## config.mk

```make
export PLATFORM = sky130hd
export DESIGN_NAME = jzjpcc_memory
export DESIGN_NICKNAME = d
export VERILOG_FILES = /design/src/rtl/jzjpcc_memory.sv
export SDC_FILE = /design/constraint.sdc
export NUM_CORES = 1
export LEC_CHECK = 0
export BUFFER_PORTS_ARGS = -buffer_cell sky130_fd_sc_hd__buf_2
export CAP_MARGIN = 5
export CORE_AREA = 4 4 95 97
export DETAILED_ROUTE_END_ITERATION = 16
export DIE_AREA = 0 0 99 101
export PLACE_DENSITY = 0.82
export SLEW_MARGIN = 20
export SYNTH_ARGS = -nofsm -noshare
export SYNTH_HDL_FRONTEND = slang
export SYNTH_SLANG_ARGS = --single-unit
```

## constraint.sdc

```tcl
create_clock -name clock -period 1.8 [get_ports clock]
set_input_delay 0.18 -clock clock [delete_from_list [all_inputs] [get_ports clock]]
set_output_delay 0.18 -clock clock [all_outputs]
set_load 0.005 [all_outputs]
```

## src/rtl/jzjpcc_memory.sv

```systemverilog
// jzjpcc memory stage: data-bus access with ready handshake, load formatting, writeback register.
// Optional bus timeout is enabled by defining JZJPCC_MEM_TIMEOUT_EN (TIMEOUT_CYCLES sets the WAIT limit).
module jzjpcc_memory #(
    parameter int unsigned TIMEOUT_CYCLES = 255
) (
    input  logic        clock,
    input  logic        reset,
    input  logic        valid,
    input  logic [31:0] aluResult,
    input  logic [29:0] memAddress,
    input  logic        memoryWriteEnable,
    input  logic [31:0] memDataToWrite,
    input  logic [3:0]  memByteMask,
    input  logic [2:0]  funct3,
    input  logic        rdSource,
    input  logic [4:0]  rdAddr,
    input  logic        rdWriteEnable,
    output logic        stall,
    output logic        busReq,
    output logic        busWrite,
    output logic [29:0] busAddr,
    output logic [31:0] busWData,
    output logic [3:0]  busByteMask,
    input  logic        busReady,
    input  logic [31:0] busRData,
    output logic [4:0]  rdAddr_wb,
    output logic        rdWriteEnable_wb,
    output logic [31:0] rdData_wb,
    output logic        busError
);
    // state | meaning
    // IDLE  | no access outstanding, or an access completing with zero wait
    // WAIT  | access issued, waiting for busReady (or timeout)

    logic        access;
    logic        timeout_hit;
    logic [7:0]  load_byte;
    logic [15:0] load_half;
    logic [31:0] load_data;

    assign access      = valid & (memoryWriteEnable | rdSource);
    assign busReq      = access & reset;
    assign busWrite    = memoryWriteEnable;
    assign busAddr     = memAddress;
    assign busWData    = memDataToWrite;
    assign busByteMask = memoryWriteEnable ? memByteMask : 4'b0000;
    assign stall       = access & ~busReady & ~timeout_hit;

`ifdef JZJPCC_MEM_TIMEOUT_EN
    typedef enum logic {IDLE, WAIT} state_t;

    localparam logic [15:0] TIMEOUT_LAST = 16'(TIMEOUT_CYCLES - 1);

    state_t      state;
    logic [15:0] wait_count;

    assign timeout_hit = (state == WAIT) & (wait_count == TIMEOUT_LAST) & ~busReady;

    always_ff @(posedge clock) begin
        if (!reset) begin
            state      <= IDLE;
            wait_count <= '0;
            busError   <= 1'b0;
        end else begin
            busError <= timeout_hit;
            case (state)
                IDLE: begin
                    wait_count <= '0;
                    if (access && !busReady)
                        state <= WAIT;
                end
                WAIT: begin
                    if (busReady || timeout_hit) begin
                        state      <= IDLE;
                        wait_count <= '0;
                    end else begin
                        wait_count <= wait_count + 16'd1;
                    end
                end
                default: begin
                    state      <= IDLE;
                    wait_count <= '0;
                end
            endcase
        end
    end
`else
    // Without a timeout, WAIT is exactly "access pending and not ready", which stall already encodes.
    assign timeout_hit = 1'b0;
    assign busError    = 1'b0;
`endif

    always_comb begin
        load_byte = busRData[{aluResult[1:0], 3'b000} +: 8];
        load_half = aluResult[1] ? busRData[31:16] : busRData[15:0];
        case (funct3)
            3'b000:  load_data = {{24{load_byte[7]}}, load_byte};
            3'b100:  load_data = {24'h0, load_byte};
            3'b001:  load_data = {{16{load_half[15]}}, load_half};
            3'b101:  load_data = {16'h0, load_half};
            3'b010:  load_data = busRData;
            default: load_data = 32'h0;
        endcase
        // An abandoned load returns zero rather than whatever the bus happens to present.
        if (timeout_hit)
            load_data = 32'h0;
    end

    always_ff @(posedge clock) begin
        if (!reset) begin
            rdAddr_wb        <= 5'd0;
            rdWriteEnable_wb <= 1'b0;
            rdData_wb        <= 32'h0;
        end else if (stall || !valid) begin
            rdWriteEnable_wb <= 1'b0;
        end else begin
            rdAddr_wb        <= rdAddr;
            rdWriteEnable_wb <= rdWriteEnable;
            rdData_wb        <= rdSource ? load_data : aluResult;
        end
    end
endmodule

```

---- Word level (Yosys, flattened, before mapping) ----
Index checks and enable logic that the tools add are counted.
word-level totals
  logic and storage cells ................. 22
  output and inout port bits .............. 108
  register bits ........................... 38
  bits of input ports ..................... 145
cells by class
  shift-type cells ........................ 1
  bitwise logic cells ..................... 6
  multiplexer cells ....................... 4
  reduce and logical (&&, ||, !) cells .... 4
  equal/unequal tests ..................... 4
operators with widths
  kind                                            count
  one-hot mux 32 bit (5 select lines)             1
  two-way mux 32 bit                              1
  variable part select 32 x 6 -> 8 bit            1
  two-way mux 16 bit                              1
  == test 3 bit (second input constant)           2
  two-way mux 4 bit                               1
  AND 1 bit                                       3
  == test 3 x 1 -> 1 bit (second input constant)  1
  == test 3 x 2 -> 1 bit (second input constant)  1
  zero test 3 bit                                 1
  inverter 1 bit                                  2
  OR reduction 2 bit                              1
  zero test 1 bit                                 1
  logical OR 1 bit                                1
  bitwise OR 1 bit                                1

---- Longest topological paths before layout ----
Gate-level depths: netlist of run 1.
  depth after elaboration ................. 5
  gate-level depth with buffers ........... 7
  depth with buffers taken out ............ 4

---- Worst setup path after synthesis of run 1 ----
No wires, ideal clock.
  kind .................................... input to register
  start point ............................. input port aluResult[1]
  end point ............................... register rdData_wb[10]
  buffers on the path ..................... 1
  path slack .............................. 0.132 ns
  setup time .............................. 0.145 ns
  arrival ................................. 1.523 ns
  stages on the path ...................... 4
  data required time ...................... 1.655 ns
  cell sequence ........................... clkbuf_1 mux4_1 a21oi_1 a211oi_1
between the ends
  cells in the longest elaborated chain, start to end .. 3
  elaborated cells between the ends (all ways) .. 4
  those cells by class .................... shift: 1; mux: 3
ends and longest elaborated chain
  item                                                                        RTL line  text
  from (decl)                                                                 9         input logic [31:0] aluResult,
  variable part select 32 x 6 -> 8 bit or two-way mux 16 bit (tied branches)  94, 95
  one-hot mux 32 bit (5 select lines) (*)                                     96        case (funct3)
  two-way mux 32 bit (*)                                                      119       rdData_wb <= rdSource ? load_data : aluResult;
  to (signal assigned)                                                        119
  to (decl)                                                                   28        output logic [31:0] rdData_wb,
Every way passes the cells marked *; elsewhere a longest branch is shown, timed or not.
A chain may end at the register's enable or synchronous reset.

---- Worst setup path in the final report of run 1 ----
  start point ............................. input port funct3[0]
  end point ............................... register rdData_wb[3]
between the ends
  cells in the longest elaborated chain, start to end .. 3
  elaborated cells between the ends (all ways) .. 7
  those cells by class .................... eq/ne: 4; mux: 2; reduce/logical: 1
ends and longest elaborated chain
  item                                                  RTL line  text
  from (decl)                                           14        input logic [2:0] funct3,
  == test 3 x 2 -> 1 bit, or another cell as far along  96
  one-hot mux 32 bit (5 select lines) (*)               96
  two-way mux 32 bit (*)                                119
Marked as above.

==> results.md, run 1 <==
- Post-synth top area cell: dfxtp_1
- Initial antenna violation count: 0
- Max frequency: 687 MHz
- CP Capture Type: register
- DP HPWL: ~7500 um
- Yosys warnings: 0
- Primary FF master, synth: dfxtp_1
- Initial DRC count: 120
- Largest net degree at the start of global routing: 49
- Die height: ~100 um
- Top-area cell type share of the netlist area: 26.6%
- Setup crit start kind: input pin
- Synth area leaders: dfxtp_1, buf_4, and2_1
- Worst Skew: 0 ps
- I/O Buffers: 127
- Detailed Routing Iterations Pass 1: 4
- Min Tclk post-route: 1460 ps
- Final Hold Fails: 0
- Starting Density: between 30% and 40%
- Max Cap Viol: 0
- Clock slew at reported path FFs: 90 ps
- Busiest layer in global routing: met2
- Worst path most repeated cell: buf_4
- Final setup TNS: 0 ps
- DRC Markers: 0
- Period utilisation layout: between 80% and 90%
- Grt met2 use: 29.1%
- Ys async rst share: 0%
- Met1 usage: between 20% and 30%
- Yosys reg bits: 38
- Final ANT Viol Nets: 0
- Sequential share of the synthesized area: 26.6%
- Share of layout cells above drive strength 1: 38.8%
- Power per cell area: 646 nW/um^2
- Mean area per synthesized cell: 8.19 um^2
- Via density per instance: 5.36
- Placed insts: 507
- CP Class: input pin to register
- Clock latency on the worst-skew pair: 280 ps
- Worst VDD drop: 0.279 mV
- Die area: about 10000 um^2
- Crit path max fanout: 10
- Leak: roughly 1.5 nW
- Hold Crit Class: input pin to register
- WL final: ~9400 um
- GRT Util Overall: 17.9%
- Mapped Area: 2860 um^2
- Post-CTS Hold Fix Bufs: 0
- Commonest non-fill, non-tap cell in the layout: buf_2
- Synth-to-Final Area Change: 14.3%
- Fin Hold WS: ~120 ps
- Core region area: slightly above 8000 um^2
- # H-tree levels: 2
- Status: finished, final reports clean
- Data arrival time of the worst path: 1620 ps
- Worst path max stage delay: approximately 440 ps
- DR vias: 2758
- Most frequent cells in the layout: buf_2, dfxtp_1, o21ai_0, and2_1
- Post-cts sizing count: 0
- Design Power: 0.00211 W
- Final setup vio count: 0
- Nets@finish: ~550
- Postcts setup bufs: 0
- Crit path buf inv count: 3
- Sink Count: 38
- Vias in the first global route: around 2800
- Layout Utilization: 40.1%
- # IOs: between 200 and 300
- Worst path slowest cell: a2111oi_0
- Critical Path RT: 1970 ps
- Final slew viol count: 0
- WL/cell: between 15 and 20 um
- CTS tree: done
- Die width: 99 um
- Syn Inst Count: 349
- Met3 GRT Util: 5.40%
- Number of synthesized flops with an enable pin: 0
- N_diodes: 0
- RSZ-0062 raised after global routing: no
- Clock Path Buffers: 2
- Syn_nets: 494
- RePlAce Congestion: 0.896
- Final Non-Filler Cells: 515
- TritonCTS buffer count: 5
- Global-route wire length before repair: about 14000 um
- Root buf cell: clkbuf_8
- CP Cell Sequence: buf_2, buf_4, nor2b_1, o31ai_1, buf_4, a2111oi_0, a211oi_1
- CP delay by family, top: compound AO/OA/AOI/OAI gates
- Slew HR: 60.0%
- Synth cell types: 37
- Num rows: 33
- Aggregate global routing overflow: 0
- Slew @ Worst Pin: 598 ps
==> kinds of logic after synthesis <==
kind of cell           after synthesis  share of synthesized area [%]
AO/OA/AOI/OAI                      107                           26.1
AND/OR/NAND/NOR                     96                           19.3
buffers and inverters               90                           21.2
flip-flops                          38                           26.6
multiplexers                        17                           6.65
other                                1                          0.131
==> routing by layer <==
layer | share of wire (%) | routed length (um) | up-vias
met5 | 0 | 0 | -
met2 | 46 | 4290 | 168
met1 | 43 | 4050 | 1242
li1 | - | - | 1321
met4 | 2.4 | 224 | 0
met3 | 8.7 | 815 | 27
==> registers in the layout (all words and copies together), names as in the netlist <==
| register | count |
|---|---|
| rdWriteEnable_wb | 1 |
| rdData_wb | 32 |
| rdAddr_wb | 5 |
==> through the flow <==
stage | setup WS (ps) | instance area [um^2]
6_report | 344 | 3270
3_3_place_gp | 135 | 3170
5_1_grt | 271 | 3270
4_1_cts | 373 | 3270
3_5_place_dp | 93.4 | 3170
2_1_floorplan | 132 | 2860
==> cells in the mapped netlist (all sizes together), types with 12 or more instances <==
cell	instances
and2	23
buf	72
o21ai	31
nor2b	16
a31oi	16
mux2i	13
clkbuf	16
o31ai	17
dfxtp	38
nand2	13
nor3	12
nand2b	17
==> final cells by class <==
| class | count | area [um^2] |
|---|---|---|
| clock buffers | 6 | 82.6 |
| inverters | 2 | 7.51 |
| well taps | 105 | 131 |
| fillers | 861 | 4870 |
| repair buffers | 141 | 778 |
| clock inverters | 2 | 12.5 |
| flip-flops and latches | 38 | 761 |
| multi-input cells | 221 | 1490 |
==> worst paths after layout <==
check	start	endpoint	slack, ps	cells past startpoint
worst min register to register	rdAddr_wb[0]	rdAddr_wb[0]	460	2
worst max-delay path	funct3[0]	rdData_wb[3]	340	7
worst max register to register	rdData_wb[3]	rdData_wb[3]	1080	2
worst min-delay path	rdWriteEnable	rdWriteEnable_wb	120	2
==> report_power, final <==
part,switching [W],internal (W)
Sequential,0.0000257,0.000897
Combinational,0.000290,0.000255
Clock,0.000332,0.000309
No activity file was read; power rests on OpenSTA's default activity.
==> run 2: changes to the inputs <==
==> constraint.sdc (replaced) <==
create_clock -name clock -period 1.5 [get_ports clock]
set_input_delay 0.15 -clock clock [delete_from_list [all_inputs] [get_ports clock]]
set_output_delay 0.15 -clock clock [all_outputs]
set_load 0.005 [all_outputs]
==> results.md, run 2 (same netlist as run 1, synthesis figures left out) <==
- Max Used Layer: met4
- Worst path slowest cell: nor2_1
- Die height: 101 um (unchanged)
- WL/cell: 18.5 um (+1.3%)
- Aggregate global routing overflow: 0 (unchanged)
- GRT Util Overall: 18.4% (+0.50 points)
- Share of layout cells above drive strength 1: 40.3% (+1.6 points)
- Largest net degree at the start of global routing: 46 (-6.1%)
- Power per cell area: 847 nW/um^2 (+31%)
- N_diodes: 0 (unchanged)
- DRC Markers: 0 (unchanged)
- Commonest non-fill, non-tap cell in the layout: buf_2
- Share of total power in combinational logic: 23.8% (-2.1 points)
- RSZ-0062 raised after global routing: no
- DP HPWL: 7620 um (+2.2%)
- TritonCTS buffer count: 5 (unchanged)
- Clock slew at reported path FFs: 90 ps (about the same)
- Hold_sp: rdWriteEnable
- Num rows: 33 (unchanged)
- Post-CTS Hold Fix Bufs: 0 (unchanged)
- FF-to-FF setup slack: 770 ps (-310 ps)
- Data arrival time of the worst path: 1520 ps (-100 ps)
- Slew @ Worst Pin: 575 ps (-22.9 ps)
- Die area: 10000 um^2 (unchanged)
- Detailed Routing Iterations Pass 1: 6 (+2)
- Met2 wire len: 4490 um (+4.6%)
- Root buf cell: clkbuf_8
- Final ANT Viol Nets: 0 (unchanged)
- Worst Skew: 0 ps (unchanged)
- CP Cell Sequence: buf_2, buf_4, inv_1, nor2_1, a221oi_1, a211oi_1
- Max reg flops: 32 (unchanged)
- Largest registers: rdData_wb: 32 flops, rdAddr_wb: 5 flops, rdWriteEnable_wb: 1 flops
- Clock power frac: 37.6% (+7.2 points)
- Final slew viol count: 0 (unchanged)
- Net switching power: 0.000802 W (+24%)
- Leak: 1.55 nW (+4.6%)
- Core region area: 8130 um^2 (unchanged)
- Setup crit start kind: input pin
- Final setup vio count: 0 (unchanged)
- Min Tclk post-route: between 1000 and 1500 ps
- Top reg by flops: rdData_wb
- Worst hold stages: 2 (unchanged)
- CP Class: input pin to register
- Design Power: 0.00287 W (+36%)
- # H-tree levels: 2 (unchanged)
- Crit path max fanout: 8 (-2)
- I/O Buffers: 127 (unchanged)
- CP Capture Type: register
- Seq. cell area: 761 um^2 (unchanged)
- Most frequent cells in the layout: buf_2, dfxtp_1, o21ai_0, and2_1, buf_4
- Hold Path End: rdWriteEnable_wb
- Die width: 99 um (unchanged)
- Sequential Power Share: 38.6% (-5.2 points)
- Vias in the first global route: 2916 (+5.8%)
- R2r startpoint: rdData_wb[9]
- CTS tree: done
- Int Pwr: 0.00207 W (+42%)
- Initial DRC count: 116 (-3.3%)
- WL final: 9670 um (+3.1%)
- Initial antenna violation count: 0 (unchanged)
- Fillcell total: 822 (-4.5%)
- Global-route wire length before repair: 14700 um (+2.4%)
- Status: finished, final reports clean
- Worst path max stage delay: 480 ps (+40 ps)
- Synth-to-Final Area Change: 18.7%
- Met3 wire length: 891 um (+9.3%)
- Multi-input combinational cell area: 1500 um^2 (+0.25%)
- Worst r2r dst: rdData_wb[9]
- Sink Count: 38 (unchanged)
- Layout Utilization: 41.7% (+1.6 points)
- Period utilisation layout: just under 90%
- Nets@finish: 563 (+1.6%)
- Postcts setup bufs: 0 (unchanged)
- Switching share of power: 27.9% (-2.8 points)
- Clock latency on the worst-skew pair: 300 ps (+20 ps)
- Max Cap Viol: 0 (unchanged)
- Final Hold Fails: 0 (unchanged)
- # IOs: 253 (unchanged)
- Via density per instance: 5.48 (+2.4%)
- Critical Path RT: 1710 ps (-260 ps)
- Slew HR: 61.5% (+1.5 points)
- Worst VDD drop: 0.430 mV (+54%)
- Max frequency: 767 MHz
- Starting Density: 35.1% (unchanged)
- Hold Crit Class: input pin to register
- Reg2reg path depth: 2 (unchanged)
- RePlAce Congestion: 0.920 (+2.7%)
- Clock Path Buffers: 2 (unchanged)
- DR vias: 2874 (+4.2%)
- M1 WL: 4050 um (-0.12%)
- Post-cts sizing count: 0 (unchanged)
run 2: per-layer routing:
layer  vias to the layer above  track usage, %
met5                         -               0
li1                       1336               -
met2                       198            29.5
met4                         0            7.14
met3                        37            5.74
met1                      1303            23.0
run 2: power groups by stage:
stage / Combinational [W] / Sequential (W) / Clock (W)
2_1_floorplan: 0.000465 / 0.00114 / 0
3_3_place_gp: 0.000664 / 0.00113 / 0
3_5_place_dp: 0.000681 / 0.00113 / 0
5_1_grt: 0.000749 / 0.00112 / 0.00113
6_report: 0.000683 / 0.00111 / 0.00108
4_1_cts: 0.000684 / 0.00111 / 0.00110
run 2: worst max-delay path: cells and delay by family:
family / cells / cell delay [ps]
simple gates: 1 / 480
buf+inv: 3 / 410
compound gates: 2 / 470
run 2: layout make-up:
class | instances | area share [%]
Multi-Input combinational cell | 221 | 44.1
Timing Repair Buffer | 150 | 25.3
Sequential cell | 38 | 22.4
Tap cell | 105 | 3.87
Clock buffer | 5 | 2.03
Clock inverter | 3 | 2.03
Inverter | 2 | 0.221
run 2: worst max path at each step:
stage	startpoint	cells after the start	end
after floorplan	funct3[0]	5	rdData_wb[22]
after global placement	funct3[0]	6	rdData_wb[16]
after detailed placement	busRData[7]	6	rdData_wb[24]
after CTS	busRData[7]	6	rdData_wb[24]
after global routing	aluResult[1]	6	rdData_wb[15]
final	aluResult[1]	6	rdData_wb[9]
run 2: stage by stage:
step                      cell area (um^2)  instances  TNS (ps)  setup slack, ps  hold WS, ps
after floorplan                       2870        349         0             36.5          286
after global placement                3250        516      -279            -20.0          300
after detailed placement              3250        516     -1440            -91.7          300
after CTS                             3390        524         0              218         77.5
after global routing                  3390        524         0             39.1         80.4
final                                 3390        524         0              197         82.7
==> run 3: changes to the inputs <==
--- a/config.mk
+++ b/config.mk
@@ -7,10 +7,10 @@
 export LEC_CHECK = 0
 export BUFFER_PORTS_ARGS = -buffer_cell sky130_fd_sc_hd__buf_2
 export CAP_MARGIN = 5
-export CORE_AREA = 4 4 95 97
+export CORE_AREA = 2 2 98 100
 export DETAILED_ROUTE_END_ITERATION = 16
-export DIE_AREA = 0 0 99 101
-export PLACE_DENSITY = 0.82
+export DIE_AREA = 0 0 100 102
+export PLACE_DENSITY_LB_ADDON = 0.25
 export SLEW_MARGIN = 20
 export SYNTH_ARGS = -nofsm -noshare
 export SYNTH_HDL_FRONTEND = slang
==> results.md, run 3 (same netlist as run 1, synthesis figures left out) <==
- Most frequent cells in the layout: buf_2, dfxtp_1, o21ai_0, buf_4, and2_1
- Die area: 10200 um^2 (+2.0%)
- Worst VDD drop: 0.316 mV (-27%)
- Share of layout cells above drive strength 1: 40.7% (+0.33 points)
- Slew @ Worst Pin: 548 ps (-26.8 ps)
- N_diodes: 0 (unchanged)
- Die width: 100 um (+1.0%)
- TritonCTS buffer count: 5 (unchanged)
- Post-cts sizing count: 0 (unchanged)
- Detailed Routing Iterations Pass 1: 4 (-2)
- Top reg by flops: rdData_wb
- CTS tree: done
- Initial antenna violation count: 0 (unchanged)
- Clock latency on the worst-skew pair: 290 ps (about the same)
- DP HPWL: 7260 um (-4.7%)
- Largest registers: rdData_wb: 32 flops, rdAddr_wb: 5 flops, rdWriteEnable_wb: 1 flops
- # IOs: 253 (unchanged)
- Worst Skew: 0 ps (unchanged)
- Postcts setup bufs: 0 (unchanged)
- Aggregate global routing overflow: 0 (unchanged)
- Largest net degree at the start of global routing: 33 (-28%)
- Vias in the first global route: 2750 (-5.7%)
- Finished Cell Area: 3380 um^2 (-0.26%)
- DR vias: 2774 (-3.5%)
- DRC Markers: 0 (unchanged)
- Clock slew at reported path FFs: 70 ps (-20 ps)
- Setup crit start kind: input pin
- Commonest non-fill, non-tap cell in the layout: buf_2
- Starting Density: 31.4% (-3.8 points)
- Initial DRC count: 152 (+31%)
- WL/cell: 17.5 um (-5.1%)
- Nets@finish: 567 (+0.71%)
- Crit path max fanout: 16 (+8)
- WL final: 9360 um (-3.3%)
- Final slew viol count: 0 (unchanged)
- Clock Path Buffers: 2 (unchanged)
- CP Class: input pin to register
- Data arrival time of the worst path: 1500 ps (-20 ps)
- Via density per instance: 5.19 (-5.3%)
- Final Hold Fails: 0 (unchanged)
- Final ANT Viol Nets: 0 (unchanged)
- Max frequency: 784 MHz (+2.2%)
- Die height: 102 um (+0.99%)
- Post-CTS Hold Fix Bufs: 0 (unchanged)
- Worst hold stages: 3 (+1)
- Max Cap Viol: 0 (unchanged)
- # H-tree levels: 2 (unchanged)
- Sink Count: 38 (unchanged)
- Synth-to-Final Area Change: 18.4%
- Num rows: 35 (+6.1%)
- GRT Util Overall: 17.6% (-0.81 points)
- Hold Crit Class: input pin to register
- Global-route wire length before repair: 14200 um (-3.4%)
- Slew HR: 63.3% (+1.8 points)
- Root buf cell: clkbuf_8
- Leak: 1.55 nW (about the same)
- Placed inst area: 3290 um^2 (+1.2%)
- Max reg flops: 32 (unchanged)
- CP Capture Type: register
- RSZ-0062 raised after global routing: no
- I/O Buffers: 127 (unchanged)
- Final setup vio count: 0 (unchanged)
- Final Non-Filler Cells: 534 (+1.9%)
- Critical Path RT: 1720 ps (about the same)
- Min Tclk post-route: 1280 ps (-27.5 ps)
- Core region area: 9110 um^2 (+12%)
- Period utilisation layout: 85.1% (-1.8 points)
- RePlAce Congestion: 0.862 (-6.3%)
- Placed insts: 526 (+1.9%)
- Layout Utilization: 37.1% (-4.6 points)
- Reg2reg path depth: 2 (unchanged)
- Status: finished, final reports clean
- Power per cell area: 753 nW/um^2 (-11%)
-- run 3: final cells by class --
cell class	instances	area, um^2
clock buffers	7	86.3
flip-flops and latches	38	761
fillers	995	5730
inverters	2	7.51
clock inverters	1	5.00
repair buffers	154	888
well taps	111	139
multi-input cells	221	1500
-- run 3: worst paths after layout --
check          startpoint            end  slack (ps)
max          aluResult[0]  rdData_wb[23]         220
min             rdAddr[4]   rdAddr_wb[4]          90
max reg2reg  rdData_wb[9]   rdData_wb[9]         780
min reg2reg  rdAddr_wb[4]   rdAddr_wb[4]         450
-- run 3: power by group --
| part | switching [W] | internal (W) | total (W) | leakage (nW) |
|---|---|---|---|---|
| clock | 0.000378 | 0.000371 | 0.000750 | 0.0482 |
| combinational | 0.000354 | 0.000333 | 0.000688 | 1.19 |
| sequential | 0.0000323 | 0.00108 | 0.00111 | 0.313 |
-- run 3: critical path: stages --
cell and delay, ps:
buf_2 140, or3b_1 390, a2111oi_4 360, buf_12 190, o31ai_1 100, a31oi_1 160
-- run 3: per-layer routing --
metal,GRT usage [%],up-vias,wire length [um]
met5,0,-,0
met4,5.80,0,145
met3,5.27,20,832
met2,27.0,134,4140
met1,23.7,1274,4250
li1,-,1346,-
-- run 3: through the flow --
step	setup slack [ps]	TNS, ps	power (W)	hold WS, ps
final	224	0	0.00255	88.8
after floorplan	36.5	0	0.00160	286
after global routing	124	0	0.00270	99.5
after CTS	228	0	0.00258	82.4
after global placement	-32.8	-464	0.00181	300
after detailed placement	-76.3	-1330	0.00182	300
